## src/rtl/tr_ctrl_pkg.sv

```systemverilog
// tr_ctrl_pkg: shared FSM state type, reset constants and point-index helper for the sequence step scheduler
// Contents: seq_state_t (IDLE/FETCH/READY), RST_* reset values, next_idx() wrap-around successor
package tr_ctrl_pkg;
  typedef enum logic [1:0] {IDLE, FETCH, READY} seq_state_t;
  localparam seq_state_t RST_STATE = IDLE;
  localparam logic [15:0] RST_IDX = 16'd0;
  localparam logic [15:0] RST_PRD = 16'd0;
  localparam logic [7:0] RST_OVR_CNT = 8'd0;
  // ENABLE history resets high so a level held across reset is not taken as a rising edge
  localparam logic RST_ENABLE_Q = 1'b1;
  function automatic logic [15:0] next_idx(input logic [15:0] idx, input logic [15:0] last);
    return idx >= last ? 16'd0 : idx + 16'd1;
  endfunction
endpackage

```

## src/rtl/seq_step_scheduler_if.sv

```systemverilog
// seq_step_scheduler_if: timing, mode and point-fetch handshake signals of the sequence step scheduler
// master: scheduler side (drives UPDATE/LOAD/SEQ_IDX/FETCH_REQ/FETCH_IDX/OVERRUN/OVERRUN_CNT)
// slave:  environment side (drives TIME/ENABLE/SYNC/SEQ_CLK_CYCLE/SEQ_CYCLE/FETCH_ACK)
interface seq_step_scheduler_if;
  logic [8:0] TIME;
  logic ENABLE;
  logic SYNC;
  logic [15:0] SEQ_CLK_CYCLE;
  logic [15:0] SEQ_CYCLE;
  logic FETCH_ACK;
  logic UPDATE;
  logic LOAD;
  logic [15:0] SEQ_IDX;
  logic FETCH_REQ;
  logic [15:0] FETCH_IDX;
  logic OVERRUN;
  logic [7:0] OVERRUN_CNT;
  modport master (input TIME, ENABLE, SYNC, SEQ_CLK_CYCLE, SEQ_CYCLE, FETCH_ACK,
                  output UPDATE, LOAD, SEQ_IDX, FETCH_REQ, FETCH_IDX, OVERRUN, OVERRUN_CNT);
  modport slave (output TIME, ENABLE, SYNC, SEQ_CLK_CYCLE, SEQ_CYCLE, FETCH_ACK,
                 input UPDATE, LOAD, SEQ_IDX, FETCH_REQ, FETCH_IDX, OVERRUN, OVERRUN_CNT);
endinterface

```

## src/rtl/period_divider.sv

```systemverilog
// period_divider: ultrasound period strobe and periods-per-point counter
// Ports: CLK, RST_N (async active-low), time_cnt (phase counter), seq_clk_cycle (periods per point - 1),
//        clr (hold count at 0), preset (load seq_clk_cycle), hold (keep count at a missed boundary),
//        update (one-cycle period strobe), step (update that ends a point)
module period_divider #(
  parameter int ULTRASOUND_CNT_CYCLE = 512
) (
  input  logic        CLK,
  input  logic        RST_N,
  input  logic [8:0]  time_cnt,
  input  logic [15:0] seq_clk_cycle,
  input  logic        clr,
  input  logic        preset,
  input  logic        hold,
  output logic        update,
  output logic        step
);
  import tr_ctrl_pkg::*;
  logic [15:0] prd_cnt;
  assign step = update && prd_cnt == seq_clk_cycle;
  always_ff @(posedge CLK or negedge RST_N)
    if (!RST_N) begin
      update <= 1'b0;
      prd_cnt <= RST_PRD;
    end else begin
      update <= time_cnt == 9'(ULTRASOUND_CNT_CYCLE - 1);
      prd_cnt <= preset ? seq_clk_cycle : clr ? 16'd0 : !update ? prd_cnt :
                 !step ? prd_cnt + 16'd1 : hold ? prd_cnt : 16'd0;
    end
endmodule

```

## src/rtl/seq_step_scheduler.sv

```systemverilog
// seq_step_scheduler: steps through sequence points on ultrasound period boundaries with point prefetch
// Ports: CLK, RST_N (async active-low), bus (seq_step_scheduler_if.master: timing/mode inputs,
//        UPDATE/LOAD strobes, applied and prefetch indices, fetch handshake, overrun pulse and count)
// Option: define SEQ_STEP_SCHEDULER_OVERRUN_CNT_EN to build the saturating OVERRUN_CNT counter,
//         otherwise OVERRUN_CNT is tied to 0
module seq_step_scheduler #(
  parameter int ULTRASOUND_CNT_CYCLE = 512
) (
  input logic CLK,
  input logic RST_N,
  seq_step_scheduler_if.master bus
);
  import tr_ctrl_pkg::*;
  seq_state_t state, state_nxt;
  logic enable_q, abandon_q, update, step, entry, req, ready_now, load, overrun;
  logic [15:0] seq_idx, fetch_idx;
  period_divider #(.ULTRASOUND_CNT_CYCLE(ULTRASOUND_CNT_CYCLE)) u_div (
    .CLK(CLK),
    .RST_N(RST_N),
    .time_cnt(bus.TIME),
    .seq_clk_cycle(bus.SEQ_CLK_CYCLE),
    .clr(state == IDLE),
    .preset(entry),
    .hold(overrun),
    .update(update),
    .step(step)
  );
  // Entry (ENABLE rising or SYNC) restarts the sequence and takes priority over a boundary
  assign entry = bus.ENABLE && (bus.SYNC || !enable_q);
  // The request is masked for the first cycle after entry so an abandoned fetch is visibly dropped
  assign req = state == FETCH && !abandon_q;
  // An ACK arriving in the boundary cycle itself counts as data ready
  assign ready_now = state == READY || (req && bus.FETCH_ACK);
  assign load = bus.ENABLE && !entry && step && ready_now;
  assign overrun = bus.ENABLE && !entry && step && state == FETCH && !ready_now;
  always_comb begin
    state_nxt = !bus.ENABLE ? IDLE : entry ? FETCH : load ? FETCH :
                (req && bus.FETCH_ACK) ? READY : state;
  end
  always_ff @(posedge CLK or negedge RST_N)
    if (!RST_N) begin
      state <= RST_STATE;
      enable_q <= RST_ENABLE_Q;
      abandon_q <= 1'b0;
      seq_idx <= RST_IDX;
      fetch_idx <= RST_IDX;
    end else begin
      state <= state_nxt;
      enable_q <= bus.ENABLE;
      abandon_q <= entry;
      // Entry parks SEQ_IDX on the last point so the first boundary applies point 0
      seq_idx <= entry ? bus.SEQ_CYCLE : load ? fetch_idx : seq_idx;
      fetch_idx <= entry ? 16'd0 : load ? next_idx(fetch_idx, bus.SEQ_CYCLE) : fetch_idx;
    end
`ifdef SEQ_STEP_SCHEDULER_OVERRUN_CNT_EN
  logic [7:0] ovr_cnt;
  always_ff @(posedge CLK or negedge RST_N)
    if (!RST_N) ovr_cnt <= RST_OVR_CNT;
    else ovr_cnt <= bus.SYNC ? 8'd0 : (overrun && ovr_cnt != 8'hff) ? ovr_cnt + 8'd1 : ovr_cnt;
  assign bus.OVERRUN_CNT = ovr_cnt;
`else
  assign bus.OVERRUN_CNT = RST_OVR_CNT;
`endif
  assign bus.UPDATE = update;
  assign bus.LOAD = load;
  assign bus.SEQ_IDX = seq_idx;
  assign bus.FETCH_REQ = req;
  assign bus.FETCH_IDX = fetch_idx;
  assign bus.OVERRUN = overrun;
endmodule

```

## src/flat_wrapper.sv

```systemverilog
// flat-port wrapper written by rule: the top's interface ports become plain ports
module seq_step_scheduler_flat import tr_ctrl_pkg::*;
#(
  parameter int ULTRASOUND_CNT_CYCLE = 512
)
  (CLK, RST_N, bus_TIME, bus_ENABLE, bus_SYNC, bus_SEQ_CLK_CYCLE, bus_SEQ_CYCLE, bus_FETCH_ACK, bus_UPDATE, bus_LOAD, bus_SEQ_IDX, bus_FETCH_REQ, bus_FETCH_IDX, bus_OVERRUN, bus_OVERRUN_CNT);
  seq_step_scheduler_if bus_i ();
  input logic CLK;
  input logic RST_N;
  input wire logic [$bits(bus_i.TIME)-1:0] bus_TIME;
  input wire logic [$bits(bus_i.ENABLE)-1:0] bus_ENABLE;
  input wire logic [$bits(bus_i.SYNC)-1:0] bus_SYNC;
  input wire logic [$bits(bus_i.SEQ_CLK_CYCLE)-1:0] bus_SEQ_CLK_CYCLE;
  input wire logic [$bits(bus_i.SEQ_CYCLE)-1:0] bus_SEQ_CYCLE;
  input wire logic [$bits(bus_i.FETCH_ACK)-1:0] bus_FETCH_ACK;
  output wire logic [$bits(bus_i.UPDATE)-1:0] bus_UPDATE;
  output wire logic [$bits(bus_i.LOAD)-1:0] bus_LOAD;
  output wire logic [$bits(bus_i.SEQ_IDX)-1:0] bus_SEQ_IDX;
  output wire logic [$bits(bus_i.FETCH_REQ)-1:0] bus_FETCH_REQ;
  output wire logic [$bits(bus_i.FETCH_IDX)-1:0] bus_FETCH_IDX;
  output wire logic [$bits(bus_i.OVERRUN)-1:0] bus_OVERRUN;
  output wire logic [$bits(bus_i.OVERRUN_CNT)-1:0] bus_OVERRUN_CNT;
  assign bus_i.TIME = bus_TIME;
  assign bus_i.ENABLE = bus_ENABLE;
  assign bus_i.SYNC = bus_SYNC;
  assign bus_i.SEQ_CLK_CYCLE = bus_SEQ_CLK_CYCLE;
  assign bus_i.SEQ_CYCLE = bus_SEQ_CYCLE;
  assign bus_i.FETCH_ACK = bus_FETCH_ACK;
  assign bus_UPDATE = bus_i.UPDATE;
  assign bus_LOAD = bus_i.LOAD;
  assign bus_SEQ_IDX = bus_i.SEQ_IDX;
  assign bus_FETCH_REQ = bus_i.FETCH_REQ;
  assign bus_FETCH_IDX = bus_i.FETCH_IDX;
  assign bus_OVERRUN = bus_i.OVERRUN;
  assign bus_OVERRUN_CNT = bus_i.OVERRUN_CNT;
  seq_step_scheduler #(.ULTRASOUND_CNT_CYCLE(ULTRASOUND_CNT_CYCLE)) u_core (.CLK(CLK), .RST_N(RST_N), .bus(bus_i));
endmodule
```

## config.mk

```make
export PLATFORM = sky130hd
export DESIGN_NAME = seq_step_scheduler_flat
export DESIGN_NICKNAME = d
export VERILOG_FILES = /design/src/rtl/tr_ctrl_pkg.sv /design/src/rtl/seq_step_scheduler_if.sv /design/src/rtl/period_divider.sv /design/src/rtl/seq_step_scheduler.sv /design/src/flat_wrapper.sv
export SDC_FILE = /design/constraint.sdc
export NUM_CORES = 1
export LEC_CHECK = 0
export CORE_MARGIN = 2
export CORE_UTILIZATION = 30
export CTS_CLUSTER_DIAMETER = 30
export DETAILED_ROUTE_END_ITERATION = 10
export SLEW_MARGIN = 25
export SYNTH_ARGS = -nofsm -noshare
export SYNTH_HDL_FRONTEND = slang
export SYNTH_HIERARCHICAL = 1
export SYNTH_SLANG_ARGS = --single-unit
```

## constraint.sdc

```tcl
create_clock -name CLK -period 7.05 [get_ports CLK]
set_clock_uncertainty 0.15 [all_clocks]
set_input_delay 0.705 -clock CLK [delete_from_list [all_inputs] [get_ports CLK]]
set_output_delay 0.705 -clock CLK [all_outputs]
set_load 0.005 [all_outputs]
```

[Yosys cells after proc, flatten, opt, wreduce, memory -nomap -nowiden]
Cells that the tools add are included.
Word-level totals
  ROM bits: 0
  output and inout port bits: 44
  latch bits: 0
  word-level logic and storage cells: 49
  input port bits: 46
  memories: 0
  register bits after elaboration: 53
  RAM bits: 0
Cells by class
  reductions and logical operators: 19
  bitwise operators: 0
  divide/modulo/power cells: 0
  add/sub/neg operators: 2
  magnitude comparators: 1
  eq/ne operators: 6
  $mul: 0
  mux-type cells: 14
  shifts and indexed selects: 0
Operator list (number)
  2-to-1 mux 16 bit: 10
  adder 16 x 1 -> 16 bit, second input constant: 2
  == test 16 bit: 1
  greater-or-equal comparator 16 bit: 1
  == test 9 bit, second input constant: 1
  logical AND 1 bit: 9
  2-to-1 mux 2 bit: 4
  zero test 1 bit: 4
  != test 4 x 1 -> 1 bit, second input constant: 1
  != test 4 x 2 -> 1 bit, second input constant: 1
  nonzero test 3 bit: 1
  == test 2 x 1 -> 1 bit, second input constant: 1
  == test 2 bit, second input constant: 1
  zero test 2 bit: 1
  logical OR 1 bit: 2
  AND reduction 2 bit: 1
  nonzero test 2 bit: 1

[Logic depth before layout (Yosys ltp)]
  word-level depth: 13
  mapped depth: 12
  gate-level depth less buffers: 10

[By module]
Netlist, hierarchy kept.
Modules (own cells, without submodules)
  seq_step_scheduler: instances 1, sequential area each 902.1 µm², area each 2210.9 µm², cells each 242
  period_divider: instances 1, sequential area each 425.4 µm², area each 1346.3 µm², cells each 156

[Worst setup path after synthesis]
Ideal clock, no wire load.
  kind: input port to flip-flop
  start: in bus_SEQ_CLK_CYCLE[12]
  end: reg u_core.u_div.prd_cnt[11]
  data arrival time: 3072 ps
  required time: 6804 ps
  setup slack: 3732 ps
  setup time: 96 ps
  path buffers: 1
  cell stages on the path: 11
  cell sequence: xnor2_1 -> nand4_1 -> nor4_2 -> buf_6 -> and2_1 -> and4b_1 -> nor3b_1 -> inv_1 -> a31oi_1 -> o21ai_1 -> a311oi_2
On the way
  word-level cells in the longest chain between the ends: 7
  elaborated cells between the ends (all ways): 11
  those cells by class: eq/ne (2); mux (4); reduce/logical (5)
Ends and longest elaborated chain
  from (decl): RTL line flat_wrapper.sv:13  | input wire logic [$bits(bus_i.SEQ_CLK_CYCLE)-1:0] bus_SEQ_CLK_CYCLE;
  == test 16 bit: RTL line period_divider.sv:20  | assign step = update && prd_cnt == seq_clk_cycle;
  logical AND 1 bit: RTL line period_divider.sv:20
  net u_core.step: RTL line seq_step_scheduler.sv:15  | logic enable_q, abandon_q, update, step, entry, req, ready_now, load, overrun;
  logical AND 1 bit (3 in a row): RTL line seq_step_scheduler.sv:35  | assign overrun = bus.ENABLE && !entry && step && state == FETCH && !ready_now;
  net bus_OVERRUN: RTL line flat_wrapper.sv:21  | output wire logic [$bits(bus_i.OVERRUN)-1:0] bus_OVERRUN;
  != test 4 x 2 -> 1 bit (no line)
  AND reduction 2 bit (no line)
  to (signal assigned): RTL line period_divider.sv:27  | prd_cnt <= preset ? seq_clk_cycle : clr ? 16'd0 : !update ? prd_cnt :
  to (decl): RTL line period_divider.sv:19  | logic [15:0] prd_cnt;
The timed path passes the listed nets, and every way through them passes these cells. The select of a mux whose other input is x is not followed.
A chain may end at the register's enable or synchronous reset.

[Worst setup path after layout]
  start: in bus_SEQ_CLK_CYCLE[8]
  end: out bus_OVERRUN
On the way
  word-level cells in the longest chain between the ends: 5
Ends and longest elaborated chain (RTL line)
  == test 16 bit: period_divider.sv:20
  logical AND 1 bit: period_divider.sv:20
  net u_core.step: seq_step_scheduler.sv:15
  logical AND 1 bit (3 in a row): seq_step_scheduler.sv:35
  to (decl): flat_wrapper.sv:21
The timed path passes the listed nets, and every way through them passes these cells.

==> metrics <==
#FFs+latches synth=53; Worst Setup End Kind=output port; PwrDens=170 mW/mm²; most instantiated library cell after synthesis=dfrtp_1; failing checks=design-rule violations; Initial DRT Pass Iterations=7; first-pass GRT wire length=16700 µm; Filler cells=~1.2k; CP Launch Type=primary input; YS warnings=6; initial drt markers=226; sequential share of the synthesized area=approximately 37%; Slew HR=35.5%; Synth area leaders=dfrtp_1 37%, ha_1 6.3%, xnor2_1 5.9%; height of the die=113 µm; routed length per instance=between 15 and 20 µm; asr flop ratio synth=100%; area leader, netlist=dfrtp_1; P&R area growth vs syn=29.2%; dpl hpwl=about 7500 µm; P_leak=1.84 nW; global-route usage over all layers=between 10% and 20%; critical path class=in -> out; Synth Area per Inst=8.94 µm²; Clock Sink Count=53; layout net count=536; Starting Density=between 30% and 40%; hold path depth=2; Post-Route Setup TNS=0 ns; row cnt=39; worst skew pair latency=just under 0.3 ns; Crit path required time=slightly above 6 ns; ANT nets after route=0; Distinct cells, synth=67; largest net degree at the start of global routing=54; Final min period=4.72 ns; critical path fanouts, max=12; Finished Cell Area=0.00459 mm²; clock buffers created by TritonCTS=5; Die Wd=around 110 µm; post-synth top area share=36.6%; Clock Tree Buf Depth=2; max-slew violations=0; status=finished, violations left; unrepaired setup endpoints after global routing=no; Reg clk slew, reported paths=0.07 ns; placed cell area=0.00445 mm²; max cap viols=0; worst r2r path cells=11; Setup Buffers After CTS=0; Max VDD drop=0.0945 mV; routability cong.=0.869; share of layout cells above drive strength 1=5.92%; Post-synth top cells=52 x dfrtp_1, 51 x nor2_1, 29 x inv_1; Hold Vio Cnt, Final=0; CTS tree=yes; antenna violations before repair=0; final setup violation count=0; Worst Tran Pin Value=approximately 0.97 ns; Synth Cell Area=0.00356 mm²; drt drc=8; Top FF cell, synth=dfrtp_1; vias in the first global route=3459; Cells after Synth=~400; via count=3342; Vias/cell=5.43; critical path arrival=3.86 ns; Core Area=0.0115 mm²; Die ar.=0.0127 mm²; Post-CTS Hold Buffers=0; GR Overflow Total=0; EDFF count, synth=0; FMAX=0.212 GHz; period utilisation layout=approximately 67%; port bufs=81; post-CTS sizing=0; Hold Crit Class=reg -> reg; Clock Tree Root=clkbuf_16; H-tree depth=2; I/O pins=90; Post-Route WL=10300 µm; n_diodes=0
-- metrics by stage --
step	worst slack, ns	utilization, %	instances	power [mW]	hold slack, ns
2_1_floorplan	3.73	-	405	0.460	0.259
3_3_place_gp	2.51	38.5	608	0.534	0.334
3_5_place_dp	2.34	38.6	608	0.537	0.339
4_1_cts	2.32	39.9	616	0.791	0.357
5_1_grt	2.13	39.9	616	0.820	0.382
6_report	2.33	39.9	616	0.780	0.348
-- sequential cells by signal, indices dropped and copies added (netlist names) --
name and cells:
u_core/bus.FETCH_IDX 16, u_core/enable_q 1, u_core/abandon_q 1, u_core/state 2, u_core/u_div/update 1, u_core/u_div/prd_cnt 16, u_core/bus.SEQ_IDX 16
-- cell type report --
type	instances	area (µm²)	area share [%]
Multi-Input combinational cell	297	2000	43.4
Sequential cell	53	1330	28.9
Timing Repair Buffer	84	828	18.0
Tap cell	143	179	3.89
Clock buffer	5	125	2.72
Inverter	31	116	2.53
Clock inverter	3	22.5	0.490
-- worst max-delay path, cell delays in order --
cell and delay [ns]:
clkdlybuf4s50_1 0.50, xnor2_1 0.14, nand4_1 0.15, nor4_2 0.30, buf_4 0.23, and2_1 0.20
and4b_1 0.29, nor3b_1 0.72, clkdlybuf4s50_1 0.64
-- placed cells by master (no fill, tap or decap), drive strengths merged, types with 2 or more instances in the layout --
| master | n |
|---|---|
| a2111oi | 9 |
| a211oi | 5 |
| a21boi | 4 |
| a21o | 6 |
| a21oi | 12 |
| a221o | 4 |
| a221oi | 5 |
| a22oi | 7 |
| a31oi | 3 |
| a32oi | 5 |
| and3 | 3 |
| buf | 4 |
| clkbuf | 5 |
| clkdlybuf4s50 | 80 |
| clkinv | 4 |
| conb | 8 |
| dfrtp | 52 |
| ha | 18 |
| inv | 30 |
| nand2 | 27 |
| nand2b | 4 |
| nand3 | 13 |
| nand3b | 2 |
| nand4 | 11 |
| nor2 | 51 |
| nor2b | 3 |
| nor3 | 5 |
| nor4 | 5 |
| o211ai | 2 |
| o21ai | 11 |
| o22ai | 17 |
| o311ai | 2 |
| o31ai | 4 |
| or2 | 2 |
| or3 | 3 |
| or4 | 4 |
| xnor2 | 25 |
-- per-layer routing --
metal,track usage [%],routed length [µm],vias to the layer above
met5,0,0,-
met4,5.77,190,0
met3,3.21,508,14
met2,27.8,5020,114
met1,20.4,4590,1618
li1,-,-,1596
-- logic make-up (layout without fill, tap and decap cells) --
logic type / Yosys count / after routing / share of synthesized area, %
other: 1 / 8 / 0.105
xor gates and xnor gates: 25 / 25 / 6.37
buffers and inverters: 55 / 123 / 7.63
DFF: 53 / 53 / 37.3
adders and majority gates: 18 / 18 / 6.33
muxes: 2 / 2 / 0.598
AOI/OAI and AO/OA: 106 / 106 / 22.4
and+or+nand+nor: 138 / 138 / 19.2
-- power breakdown --
part / internal (mW) / switching (mW)
registers: 0.331 / 0.0337
clock network: 0.132 / 0.116
logic: 0.0902 / 0.0768
-- path summary, 6_finish.rpt --
kind	from	slack, ns	to
worst min register to register	u_core/bus.SEQ_IDX[6]	0.35	u_core/bus.SEQ_IDX[6]
worst max-delay path	bus_SEQ_CLK_CYCLE[8]	2.33	bus_OVERRUN
worst min-delay path	u_core/bus.SEQ_IDX[6]	0.35	u_core/bus.SEQ_IDX[6]
worst max register to register	u_core/u_div/prd_cnt[8]	3.47	u_core/u_div/prd_cnt[11]
max in group asynchronous	RST_N	5.89	u_core/bus.SEQ_IDX[5]
min in group asynchronous	RST_N	0.40	u_core/u_div/prd_cnt[2]
Power figures use the tool's default switching activity.
